**src/rtl/perceptron_pkg.sv**
```systemverilog
// Shared sign-magnitude fixed-point datapath constants and conversions
// used by the perceptron multiplier and accumulator stages.
package perceptron_pkg;

  localparam int SIGN      = 1;
  localparam int Q_M       = 16;
  localparam int Q_N       = 16;
  localparam int W         = Q_M + Q_N;
  localparam int ACC_GUARD = 8;
  localparam int SM_W      = SIGN + W;
  localparam int ACC_W     = W + 1 + ACC_GUARD;

  typedef logic [SM_W-1:0]         sm_word_t;
  typedef logic signed [ACC_W-1:0] acc_t;

  typedef struct packed {
    logic     ovf;
    sm_word_t word;
  } sm_sat_t;

  localparam acc_t ACC_MAX = acc_t'({1'b0, {(ACC_W-1){1'b1}}});
  localparam acc_t ACC_MIN = acc_t'({1'b1, {(ACC_W-2){1'b0}}, 1'b1});
  localparam acc_t MAG_MAX = acc_t'({{(ACC_W-W){1'b0}}, {W{1'b1}}});

  // Negative zero maps to +0 explicitly so no -0 pattern ever reaches the adder.
  function automatic acc_t sm_to_tc(input sm_word_t w);
    acc_t mag;
    mag = acc_t'({{(ACC_W-W){1'b0}}, w[W-1:0]});
    if (w[SM_W-1] && (mag != {ACC_W{1'b0}})) begin
      return -mag;
    end else begin
      return mag;
    end
  endfunction

  function automatic acc_t sat_add(input acc_t a, input acc_t b);
    logic signed [ACC_W:0] s;
    logic signed [ACC_W:0] hi;
    logic signed [ACC_W:0] lo;
    s  = {a[ACC_W-1], a} + {b[ACC_W-1], b};
    hi = {1'b0, ACC_MAX};
    lo = {1'b1, ACC_MIN};
    if (s > hi) begin
      return ACC_MAX;
    end else if (s < lo) begin
      return ACC_MIN;
    end else begin
      return s[ACC_W-1:0];
    end
  endfunction

  function automatic sm_sat_t tc_to_sm_sat(input acc_t v);
    sm_sat_t r;
    acc_t    mag;
    if (v[ACC_W-1]) begin
      mag = -v;
    end else begin
      mag = v;
    end
    if (mag > MAG_MAX) begin
      r.ovf  = 1'b1;
      r.word = {v[ACC_W-1], {W{1'b1}}};
    end else begin
      r.ovf  = 1'b0;
      r.word = {v[ACC_W-1], mag[W-1:0]};
    end
    return r;
  endfunction

endpackage

```
**src/rtl/perceptron_accumulator_if.sv**
```systemverilog
// Product stream in, neuron result out, for the perceptron accumulator stage.
interface perceptron_accumulator_if;
  import perceptron_pkg::*;

  sm_word_t prod_in;
  logic     prod_valid_i;
  logic     prod_last_i;
  logic     prod_ready_o;
  sm_word_t bias_in;
  sm_word_t sum_out;
  logic     fire_out;
  logic     ovf_out;
  logic     out_valid_o;
  logic     out_ready_i;

  modport master (
    output prod_in, prod_valid_i, prod_last_i, bias_in, out_ready_i,
    input  prod_ready_o, sum_out, fire_out, ovf_out, out_valid_o
  );

  modport slave (
    input  prod_in, prod_valid_i, prod_last_i, bias_in, out_ready_i,
    output prod_ready_o, sum_out, fire_out, ovf_out, out_valid_o
  );
endinterface

```
**src/rtl/perceptron_accumulator.sv**
```systemverilog
// Sums a vector of sign-magnitude products plus bias with saturation and
// presents the clamped sum and step activation through a valid/ready result.
module perceptron_accumulator
  import perceptron_pkg::*;
(
  input  logic                      clk_i,
  input  logic                      reset_i,
  perceptron_accumulator_if.slave   bus
);

  typedef enum logic {ACCUM = 1'b0, RESULT = 1'b1} acc_state_t;

  acc_state_t state_q, state_d;
  acc_t       acc_q, acc_d;
  sm_word_t   sum_q, sum_d;
  logic       fire_q, fire_d;
  logic       ovf_q, ovf_d;
  logic       ready_q, ready_d;
  logic       valid_q, valid_d;

  logic       accept_s;
  acc_t       beat_sum_s;
  acc_t       total_s;
  sm_sat_t    conv_s;

  assign accept_s   = (state_q == ACCUM) && bus.prod_valid_i;
  assign beat_sum_s = sat_add(acc_q, sm_to_tc(bus.prod_in));
  assign total_s    = sat_add(beat_sum_s, sm_to_tc(bus.bias_in));
  assign conv_s     = tc_to_sm_sat(total_s);

  always_comb begin
    state_d = state_q;
    acc_d   = acc_q;
    sum_d   = sum_q;
    fire_d  = fire_q;
    ovf_d   = ovf_q;
    case (state_q)
      ACCUM: begin
        if (accept_s && bus.prod_last_i) begin
          state_d = RESULT;
          acc_d   = {ACC_W{1'b0}};
          sum_d   = conv_s.word;
          // Activation uses the unclamped sum.
          fire_d  = !total_s[ACC_W-1] && (total_s != {ACC_W{1'b0}});
          ovf_d   = conv_s.ovf;
        end else if (accept_s) begin
          acc_d = beat_sum_s;
        end else begin
          acc_d = acc_q;
        end
      end
      RESULT: begin
        if (bus.out_ready_i) begin
          state_d = ACCUM;
        end else begin
          state_d = RESULT;
        end
      end
      default: begin
        state_d = ACCUM;
        acc_d   = {ACC_W{1'b0}};
      end
    endcase
    ready_d = (state_d == ACCUM);
    valid_d = (state_d == RESULT);
  end

  always_ff @(posedge clk_i or posedge reset_i) begin
    if (reset_i) begin
      state_q <= ACCUM;
      acc_q   <= {ACC_W{1'b0}};
      sum_q   <= {SM_W{1'b0}};
      fire_q  <= 1'b0;
      ovf_q   <= 1'b0;
      ready_q <= 1'b1;
      valid_q <= 1'b0;
    end else begin
      state_q <= state_d;
      acc_q   <= acc_d;
      sum_q   <= sum_d;
      fire_q  <= fire_d;
      ovf_q   <= ovf_d;
      ready_q <= ready_d;
      valid_q <= valid_d;
    end
  end

  assign bus.prod_ready_o = ready_q;
  assign bus.out_valid_o  = valid_q;
  assign bus.sum_out      = sum_q;
  assign bus.fire_out     = fire_q;
  assign bus.ovf_out      = ovf_q;

endmodule

```
**src/flat_wrapper.sv**
```systemverilog
// flat-port wrapper written by rule: the top's interface ports become plain ports
module perceptron_accumulator_flat import perceptron_pkg::*;
  (clk_i, reset_i, bus_prod_in, bus_prod_valid_i, bus_prod_last_i, bus_bias_in, bus_out_ready_i, bus_prod_ready_o, bus_sum_out, bus_fire_out, bus_ovf_out, bus_out_valid_o);
  perceptron_accumulator_if bus_i ();
  input  logic clk_i;
  input  logic reset_i;
  input wire logic [$bits(bus_i.prod_in)-1:0] bus_prod_in;
  input wire logic [$bits(bus_i.prod_valid_i)-1:0] bus_prod_valid_i;
  input wire logic [$bits(bus_i.prod_last_i)-1:0] bus_prod_last_i;
  input wire logic [$bits(bus_i.bias_in)-1:0] bus_bias_in;
  input wire logic [$bits(bus_i.out_ready_i)-1:0] bus_out_ready_i;
  output wire logic [$bits(bus_i.prod_ready_o)-1:0] bus_prod_ready_o;
  output wire logic [$bits(bus_i.sum_out)-1:0] bus_sum_out;
  output wire logic [$bits(bus_i.fire_out)-1:0] bus_fire_out;
  output wire logic [$bits(bus_i.ovf_out)-1:0] bus_ovf_out;
  output wire logic [$bits(bus_i.out_valid_o)-1:0] bus_out_valid_o;
  assign bus_i.prod_in = bus_prod_in;
  assign bus_i.prod_valid_i = bus_prod_valid_i;
  assign bus_i.prod_last_i = bus_prod_last_i;
  assign bus_i.bias_in = bus_bias_in;
  assign bus_i.out_ready_i = bus_out_ready_i;
  assign bus_prod_ready_o = bus_i.prod_ready_o;
  assign bus_sum_out = bus_i.sum_out;
  assign bus_fire_out = bus_i.fire_out;
  assign bus_ovf_out = bus_i.ovf_out;
  assign bus_out_valid_o = bus_i.out_valid_o;
  perceptron_accumulator u_core (.clk_i(clk_i), .reset_i(reset_i), .bus(bus_i));
endmodule
```
**config.mk**
```make
export PLATFORM = sky130hd
export DESIGN_NAME = perceptron_accumulator_flat
export DESIGN_NICKNAME = d
export VERILOG_FILES = /design/src/rtl/perceptron_pkg.sv /design/src/rtl/perceptron_accumulator_if.sv /design/src/rtl/perceptron_accumulator.sv /design/src/flat_wrapper.sv
export SDC_FILE = /design/constraint.sdc
export NUM_CORES = 1
export LEC_CHECK = 0
export BUFFER_PORTS_ARGS = -buffer_cell sky130_fd_sc_hd__buf_2
export CAP_MARGIN = 25
export CORE_MARGIN = 2
export CORE_UTILIZATION = 50
export DETAILED_ROUTE_END_ITERATION = 10
export HOLD_SLACK_MARGIN = 0.08
export PLACE_DENSITY = 0.68
export SYNTH_ARGS = -nofsm -noshare
export SYNTH_HDL_FRONTEND = slang
export SYNTH_SLANG_ARGS = --single-unit
```
**constraint.sdc**
```tcl
create_clock -name clk_i -period 10.35 [get_ports clk_i]
set_input_delay 1.5525 -clock clk_i [delete_from_list [all_inputs] [get_ports clk_i]]
set_output_delay 1.5525 -clock clk_i [all_outputs]
set_load 0.005 [all_outputs]
```
# Word-level counts from Yosys, hierarchy flattened
# Index checks and enable logic that the tools add are counted.
[op_classes] n_addsub=5 magnitude_cmp=5 mux=13 reduce_logical=12 n_bitwise=2
[op_table] op="41-bit 2-to-1 mux" count=9
[op_table] op="41-bit by 41-bit adder with 42-bit output" count=2
[op_table] op="42-bit by 41-bit > comparator with 1-bit output (second input constant)" count=2
[op_table] op="42-bit by 41-bit < comparator with 1-bit output (second input constant)" count=2
[op_table] op="32-bit negation with 41-bit output" count=2
[op_table] op="32-bit nonzero test" count=2
[op_table] op="41-bit by 33-bit > comparator with 1-bit output (second input constant)" count=1
[op_table] op="41-bit negation" count=1
[op_table] op="41-bit nonzero test" count=1
[op_table] op="34-bit 2-to-1 mux" count=1
[op_table] op="1-bit logical AND" count=5
[op_table] op="2-bit AND reduction" count=2
[op_table] op="1-bit 2-to-1 mux" count=2
[op_table] op="1-bit inverter" count=2
[op_table] op="1-bit one-hot mux with 2 select lines" count=1
[op_table] op="2-bit nonzero test" count=1
[op_table] op="1-bit logical NOT" count=1
[totals] wordCells=43 out_inout_bits=37 in_bits=71 register_bits=78

# Logic depth before layout (Yosys ltp)
# Gate-level depths: netlist (run 1).
[depth] ltp_word=15 mapped_depth=56

# Least setup slack after synthesis (run 1)
# OpenSTA, ideal clock, no wires.
[synth_path] path_kind="input-to-reg" start="in bus_prod_in[1]" end="reg u_core.sum_q[10], in the netlist u_core.bus.sum_out[10]" setup_ns=0.147 n_path_buf=9 stages=52 slack_ns=-2.748 t_required_ns=10.203 t_arrival_ns=12.952 path_cell_list="inv_1 -> ha_1 -> nand3_1 -> nor2_1 -> nand3b_1 -> or2_2 -> nand2b_1 -> or3_1 -> o41ai_1 -> inv_1 -> clkbuf_1 -> o21ai_0 -> ha_1 -> a21o_1 -> a21oi_1 -> o211ai_1 -> a21boi_0 -> o21ai_0 -> [16 not listed] -> buf_2 -> a211o_1 -> o211a_2 -> or4b_4 -> nor4_4 -> nand4_4 -> o21ai_0 -> clkbuf_1 -> a21oi_1 -> ha_1 -> clkbuf_1 -> and3_1 -> a22oi_1 -> nor4_1 -> a21oi_1 -> o2111a_4 -> buf_6 -> o221ai_2"
[synth_via] elab_chain_len=15
[synth_rtl] item="start, declared" line_no="flat_wrapper.sv:7" rtl="input wire logic [$bits(bus_i.prod_in)-1:0] bus_prod_in;"
[synth_rtl] item="parallel branches: the longest is 2 deep, another holds 32-bit negation with 41-bit output"
[synth_rtl] item="41-bit 2-to-1 mux (*)" line_no="perceptron_pkg.sv:29" rtl="if (w[SM_W-1] && (mag != {ACC_W{1'b0}})) begin"
[synth_rtl] item="41-bit by 41-bit adder with 42-bit output (*)" line_no="perceptron_pkg.sv:40" rtl="s = {a[ACC_W-1], a} + {b[ACC_W-1], b};"
[synth_rtl] item="42-bit by 41-bit < comparator with 1-bit output" line_no="perceptron_pkg.sv:45" rtl="end else if (s < lo) begin"
[synth_rtl] item="41-bit 2-to-1 mux" line_no="perceptron_pkg.sv:45"
[synth_rtl] item="41-bit 2-to-1 mux (*)" line_no="perceptron_pkg.sv:43" rtl="if (s > hi) begin"
[synth_rtl] item="41-bit by 41-bit adder with 42-bit output (*)" line_no="perceptron_pkg.sv:40"
[synth_rtl] item="42-bit by 41-bit < comparator with 1-bit output" line_no="perceptron_pkg.sv:45"
[synth_rtl] item="41-bit 2-to-1 mux" line_no="perceptron_pkg.sv:45"
[synth_rtl] item="41-bit 2-to-1 mux (*)" line_no="perceptron_pkg.sv:43"
[synth_rtl] item="41-bit negation" line_no="perceptron_pkg.sv:56" rtl="mag = -v;"
[synth_rtl] item="41-bit 2-to-1 mux (*)" line_no="perceptron_pkg.sv:55" rtl="if (v[ACC_W-1]) begin"
[synth_rtl] item="41-bit by 33-bit > comparator with 1-bit output" line_no="perceptron_pkg.sv:60" rtl="if (mag > MAG_MAX) begin"
[synth_rtl] item="34-bit 2-to-1 mux (*)" line_no="perceptron_pkg.sv:60"
[synth_rtl] item="end signal, assigned" line_no="perceptron_accumulator.sv:72" rtl="sum_q <= {SM_W{1'b0}};"
[synth_rtl] item="end signal, assigned" line_no="perceptron_accumulator.sv:80" rtl="sum_q <= sum_d;"
[synth_rtl] item="end, declared" line_no="perceptron_accumulator.sv:15" rtl="sm_word_t sum_q, sum_d;"
# Every way passes the cells marked *.
# A chain may end at the register's enable or synchronous reset.

# Worst setup path after layout (run 1)
[layout_path] start="in bus_prod_in[7]" end="reg u_core.sum_q[20], in the netlist u_core.bus.sum_out[20]"
# Same word-level chain as after synthesis.

==> impl_results.md, run 1 <==
- Largest net degree at the start of global routing: just under 80
- DR DRC count: 0
- Post-DR vias/cell: about 6.3
- Ranking of synthesized cells by area: dfrtp_1 (16%), ha_1 (8.7%), xnor2_1 (6.1%)
- WP data arrival: 12.24 ns
- Clock buffer count from CTS: 9
- Post-synthesis sequential area ratio: 0.157
- Clock skew: between 0.01 and 0.015 ns
- Final instance area: roughly 20000 sq um
- Final setup margin: -1.65 ns
- Initial antenna violation count: 0
- Adder-cell area share of the yosys netlist: 0.0948
- Max-Cap Viols: 0
- GR Util met3: 0.0763
- Vias: about 17000
- Tcrit/Tclk final: 1.16
- Leading area contributor after synthesis: dfrtp_1
- Wire per inst: roughly 20 microns
- GRT busiest layer: met2
- P&R area growth vs syn: 57.8%
- Fin crit period: roughly 12 ns
- First-pass GRT wire length: around 84 mm
- DRT Wirelength: 53.9 mm
- Ant diodes: 0
- Crit path launch type: input port
- FP Rows: 57
- Transition time of the tightest slew-check pin: approximately 0.85 ns
- Post-synthesis mux area share: 0.00776
- Vias in the first global route: between 15000 and 20000
- Synth unique cells: roughly 90
- Max Fanout on Critical Path: 11
- Post-Syn Nets: 1877
- Top FF cell, synth: dfrtp_1
- Worst Setup End Kind: register
- Final Util: 0.805
- Seq cells post-synth: between 70 and 80
- Worst path slowest cell: ha_1
- # IOs: between 100 and 150
- Synthesized area: roughly 12000 sq um
- Met2 Resource Use GR: 0.650
- Most numerous cell in the Yosys netlist: nand2_1
- Avg Inst Size Synth: just over 7 sq um
- DP Wirelength: about 40 mm
- Number of flops mapped to enable cells by yosys: 0
- Initial Util: 0.510
- Final slew viol count: 0
- Die Height: ~160 microns
- Clock sinks: between 70 and 80
- Slew HR: 0.435
- Final #Nets: ~2600
- Hold slack: ~0.48 ns
- Worst-Skew Late Latency: ~0.36 ns
- Clk buf depth: 2
- Pre-antenna DRT Iters: 7
- Fraction of layout instances using a drive strength above 1: 0.422
- Area share of the leading cell type in the synthesized netlist: 0.155
- Overall routing resource usage: 0.394
- Synth Area in XOR/XNOR: 0.0819
- CP required: between 10 and 15 ns
- Instance count of the mapped netlist: around 1700
- Synth Warn #: 0
- Synth Area in Compound Gates: 0.359
- Hold Crit Class: register to register
- Reg clk slew, reported paths: approximately 0.07 ns
- Met1 GRT Util: 0.525
- Die width: roughly 160 microns
- Placement Cell Area: between 15000 and 20000 sq um
- GRT overflow: 0
- Setup violators final: 34
- Hold-fix buffers at CTS: 0
- Largest family of logic cells by synthesized area: compound AO/OA/AOI/OAI gates
- Die area: 26100 sq um
- Final setup TNS: -52.21 ns
- Final hold vios: 0
- Commonest cells post-synth: nand2_1 (185), nor2_1 (166), a21oi_1 (143)
- Most used cell along the critical path: buf_4
- Initial DRC count: roughly 1800
- RSZ-0062 raised after global routing: true
- CTS H-Tree Depth: 3
- I/O Buffers: 107
- Async set-reset flop share out of synthesis: 1.00
- CP max stage delay: just over 0.4 ns
- Status: finished with violations
- FMAX: 0.0833 GHz
- Root Buffer: clkbuf_16
- Failing checks: negative setup slack
- CTS tree: yes
- Routed Antenna Nets: 0
- Critical path class: input port to register
- Gpl congestion: roughly 0.99
- Post-synthesis simple-gate area fraction: 0.251
- Core Box Area: approximately 24000 sq um
## registers in the layout, indices dropped and copies added (netlist names)
name / cells
u_core.bus.fire_out: 1
u_core.bus.ovf_out: 1
u_core.bus.prod_ready_o: 1
u_core.acc_q: 41
u_core.state_q: 1
u_core.bus.sum_out: 33
## routing by layer
metal | part of all wire | up-vias
met5 | 0 | -
met4 | 0.032 | 0
met3 | 0.097 | 157
met2 | 0.46 | 941
met1 | 0.41 | 8144
li1 | - | 7891
## cells by family after synthesis
family | after synthesis
adder cells (fa/ha/maj) | 94
flip-flops | 78
multiplexers | 9
XOR/XNOR | 116
AND/OR/NAND/NOR | 633
buffers and inverters | 148
AO/OA/AOI/OAI | 640
## critical path, delay by kind of cell
kind            cells  cell delay (ns)
simple gates       18             3.45
compound gates     19             3.41
buf+inv            16             2.21
fa+ha+maj           3             0.89
xor+xnor            2             0.43
mux                 1             0.27
## cell usage in the layout (no fill, tap or decap), types with 16 or more instances in the layout
master | synthesis | routed
buf_4 | 0 | 639
nand2_1 | 185 | 180
nor2_1 | 166 | 145
a21oi_1 | 143 | 120
buf_2 | 13 | 104
o21ai_0 | 119 | 99
xnor2_1 | 86 | 85
dfrtp_1 | 77 | 77
ha_1 | 86 | 74
o31ai_1 | 57 | 55
inv_1 | 51 | 47
nor3_1 | 46 | 38
o21a_1 | 38 | 36
nand3_1 | 38 | 34
nand4_1 | 31 | 31
xor2_1 | 30 | 30
a21o_1 | 27 | 27
and2_1 | 26 | 24
buf_6 | 3 | 23
a21oi_2 | 2 | 20
a31oi_1 | 23 | 20
o211ai_1 | 19 | 19
o21ai_1 | 15 | 19
a211oi_1 | 25 | 19
o221ai_2 | 14 | 16
## final cells by class
| type | count | area, sq um |
|---|---|---|
| Multi-Input combinational cell | 1492 | 10900 |
| Timing Repair Buffer | 774 | 5750 |
| Fill cell | 1671 | 4730 |
| Sequential cell | 78 | 1950 |
| Tap cell | 324 | 405 |
| Clock buffer | 9 | 225 |
| Inverter | 51 | 221 |
| Clock inverter | 7 | 75.1 |
| Timing Repair inverter | 2 | 12.5 |
## final timing paths
path | startpoint | to | slack, ns | cells past startpoint
min reg2reg | u_core.bus.fire_out$_DFFE_PP0P_ | u_core.bus.fire_out$_DFFE_PP0P_ | 0.48 | 2
min | u_core.bus.fire_out$_DFFE_PP0P_ | u_core.bus.fire_out$_DFFE_PP0P_ | 0.48 | 2
max reg2reg | u_core.acc_q[0]$_DFFE_PP0P_ | u_core.bus.sum_out[20]$_DFFE_PP0P_ | 1.27 | 47
min in group asynchronous | reset_i | u_core.bus.sum_out[18]$_DFFE_PP0P_ | 1.29 | 3
max | bus_prod_in[7] | u_core.bus.sum_out[20]$_DFFE_PP0P_ | -1.65 | 59
max in group asynchronous | reset_i | u_core.acc_q[12]$_DFFE_PP0P_ | 8.43 | 4
## per-stage QoR
stage,setup WS [ns],cells
floorplan,-1.56,1718
global placement,-2.30,2643
detailed placement,-2.78,2643
CTS,-1.29,2717
global route,-2.11,2737
finish,-1.65,2737
## what timing repair did
action / 4_1_cts / 5_1_grt
gates cloned: 3 / 1
setup buffers: 55 / 22
gates resized for setup: 105 / 112
setup endpoints to repair: 34 / 35
pin swaps: 55 / 64
Power of run 1 is not shown: default switching activity piles up to over one toggle a cycle in this logic, so the estimate is an artifact.
==> run 2, diff against run 1 <==
--- a/config.mk
+++ b/config.mk
@@ -12,6 +12,8 @@
 export DETAILED_ROUTE_END_ITERATION = 10
 export HOLD_SLACK_MARGIN = 0.08
 export PLACE_DENSITY = 0.68
+export SETUP_SLACK_MARGIN = 0.1
 export SYNTH_ARGS = -nofsm -noshare
 export SYNTH_HDL_FRONTEND = slang
 export SYNTH_SLANG_ARGS = --single-unit
+export TNS_END_PERCENT = 20
==> run 2 against run 1 <==
The run still ends with negative setup slack left; design area up 2.2%; flip-flop and latch count unchanged; routed wire length up 11%; non-clock buffer count up 32; count of clock-buffer cells in the layout unchanged; cell count up 1.1%; critical path depth down 3; global-route usage up 2.6 points; clock skew up 0.0041 ns.
==> impl_results.md, run 2 (synthesis gave the netlist of run 1 again) <==
- Worst path slowest cell: o2111a_4
- Status: finished with violations
- Max FFs per register: 41 (unchanged)
- DR DRC count: 0 (unchanged)
- Hold-fix buffers at CTS: 0 (unchanged)
- FP Rows: 57 (unchanged)
- Crit path launch type: input port
- Largest net degree at the start of global routing: 79 (unchanged)
- Tcrit/Tclk final: 1.15 (-0.00703)
- Clock buffer count from CTS: 9 (unchanged)
- Pre-antenna DRT Iters: 6 (-1)
- WP data arrival: 12.14 ns (-0.10 ns)
- Root Buffer: clkbuf_16
- Worst Setup End Kind: register
- Ant diodes: 0 (unchanged)
- Failing checks: negative setup slack
- Critical path class: input port to register
- Die width: 162 microns (unchanged)
- Core Box Area: 24300 sq um (unchanged)
- Setup violators final: 34 (unchanged)
- DP Wirelength: 40.5 mm (+1.4%)
- Commonest non-fill, non-tap cells in the layout: buf_4 (666), nand2_1 (181), nor2_1 (142), a21oi_1 (118), buf_2 (103)
- Clk buf depth: 2 (unchanged)
- Final hold vios: 0 (unchanged)
- Wire per inst: 21.7 microns (+10%)
- Worst Hold Path Cells: 2 (unchanged)
- Slew HR: 0.418 (-0.0173)
- Hold Crit Class: register to register
- First-pass GRT wire length: 88.3 mm (+5.6%)
- Reg clk slew, reported paths: 0.07 ns (about the same)
- GRT overflow: 0 (unchanged)
- P&R area growth vs syn: 61.4%
- Routed Antenna Nets: 0 (unchanged)
- Vias: 18000 (+5.0%)
- Clock skew: 0.0180 ns (+0.00412 ns)
- Final setup TNS: -51.64 ns (+0.561 ns)
- CTS tree: yes
- Clock sinks: 78 (unchanged)
- CP required: 10.57 ns (-0.02 ns)
- Hold EP: u_core.bus.sum_out[32]$_DFFE_PP0P_
- Final #Nets: 2598 (+1.2%)
- Fraction of layout instances using a drive strength above 1: 0.437 (+0.0155)
- Post-DR vias/cell: 6.50 (+3.8%)
- I/O Buffers: 107 (unchanged)
- CP max stage delay: 0.41 ns (about the same)
- Gpl congestion: 0.987 (-0.23%)
- Vias in the first global route: 17200 (+5.7%)
- Most flop-heavy register: u_core.acc_q
- R2r endpoint: u_core.bus.sum_out[23]$_DFFE_PP0P_
- Most used cell along the critical path: buf_4
- Commonest non-fill, non-tap cell in the layout: buf_4
- Max Fanout on Critical Path: 7 (-4)
- Dpl ws: -2.39 ns (+0.391 ns)
- Initial DRC count: 2118 (+16%)
- Die Height: 162 microns (unchanged)
- Die area: 26100 sq um (unchanged)
- Final setup margin: -1.58 ns (+0.0728 ns)
- # IOs: 108 (unchanged)
- Max-Cap Viols: 0 (unchanged)
- Initial Util: 0.510 (unchanged)
- Fin crit period: 11.93 ns (-0.0728 ns)
- Reg2reg start: u_core.acc_q[0]$_DFFE_PP0P_
- DRT Wirelength: 60.1 mm (+11%)
- CP Launch Point: bus_prod_in[8]
- Worst-Skew Late Latency: 0.37 ns (about the same)
- Reg2reg path depth: 45 (-4.3%)
- Initial antenna violation count: 0 (unchanged)
- FMAX: 0.0838 GHz (+0.61%)
- Final slew viol count: 0 (unchanged)
- Min-delay src: u_core.bus.sum_out[32]$_DFFE_PP0P_
- RSZ-0062 raised after global routing: true
- CTS H-Tree Depth: 3 (unchanged)
- Overall routing resource usage: 0.420 (+0.0255)
- Flop2flop setup slack: 1.18 ns (-0.09 ns)
- Transition time of the tightest slew-check pin: 0.873 ns (+0.0259 ns)
==> run 2: cell count changes in the layout (fill, tap and decap cells not counted), moves of 4 or more <==
cell      before  now
buf_4        639  666
a211oi_2       4    8
o31ai_1       55   50
nor2_2        13   17
==> run 2: through the flow <==
step	instance area (sq um)	hold slack, ns	cells	util
2_1_floorplan	12700	0.453	1718	-
3_3_place_gp	17800	0.462	2655	0.730
3_5_place_dp	17800	0.464	2655	0.730
4_1_cts	19300	0.487	2742	0.794
5_1_grt	20000	0.519	2768	0.823
6_report	20000	0.482	2768	0.823
==> run 2: how the worst max path moves through the flow <==
stage | end | slack, ns | cells past startpoint
2_1_floorplan | u_core.bus.sum_out[10]$_DFFE_PP0P_ | -1.56 | 55
3_5_place_dp | u_core.bus.sum_out[29]$_DFFE_PP0P_ | -2.39 | 54
4_1_cts | u_core.bus.sum_out[17]$_DFFE_PP0P_ | -0.93 | 53
6_report | u_core.bus.sum_out[23]$_DFFE_PP0P_ | -1.58 | 56
3_3_place_gp | u_core.bus.sum_out[13]$_DFFE_PP0P_ | -2.16 | 55
5_1_grt | u_core.bus.sum_out[15]$_DFFE_PP0P_ | -1.91 | 56
==> run 2: worst max-delay path: cells and delay by family <==
kind                       cells  cell delay [ns]
adders and majority gates      3             0.83
and+or+nand+nor               22             3.90
AOI/OAI and AO/OA             17             3.43
buffers and inverters         11             1.78
muxes                          1             0.30
xor gates and xnor gates       2             0.32
==> run 2: metal layers <==
layer,up-vias,global-route usage,wire (microns)
li1,7952,-,-
met1,8471,0.551,23800
met2,1256,0.676,26600
met3,313,0.0853,6460
met4,0,0.170,3330
met5,-,0,0
==> run 2: repair_timing <==
action | in CTS | in global routing
resized for setup | 149 | 96
pin swaps | 69 | 45
endpoints found under the setup margin | 34 | 34
setup buffers | 68 | 23
gates cloned | 4 | 2
==> run 2: layout make-up <==
cell class	instances	area [sq um]
clock buffers	9	225
clock inverters	7	75.1
fillers	1493	4300
inverters	51	221
multi-input cells	1492	11100
flip-flops and latches	78	1950
well taps	324	405
repair buffers	806	6080
repair inverters	1	6.26
Power of run 2 is left out for the same reason.
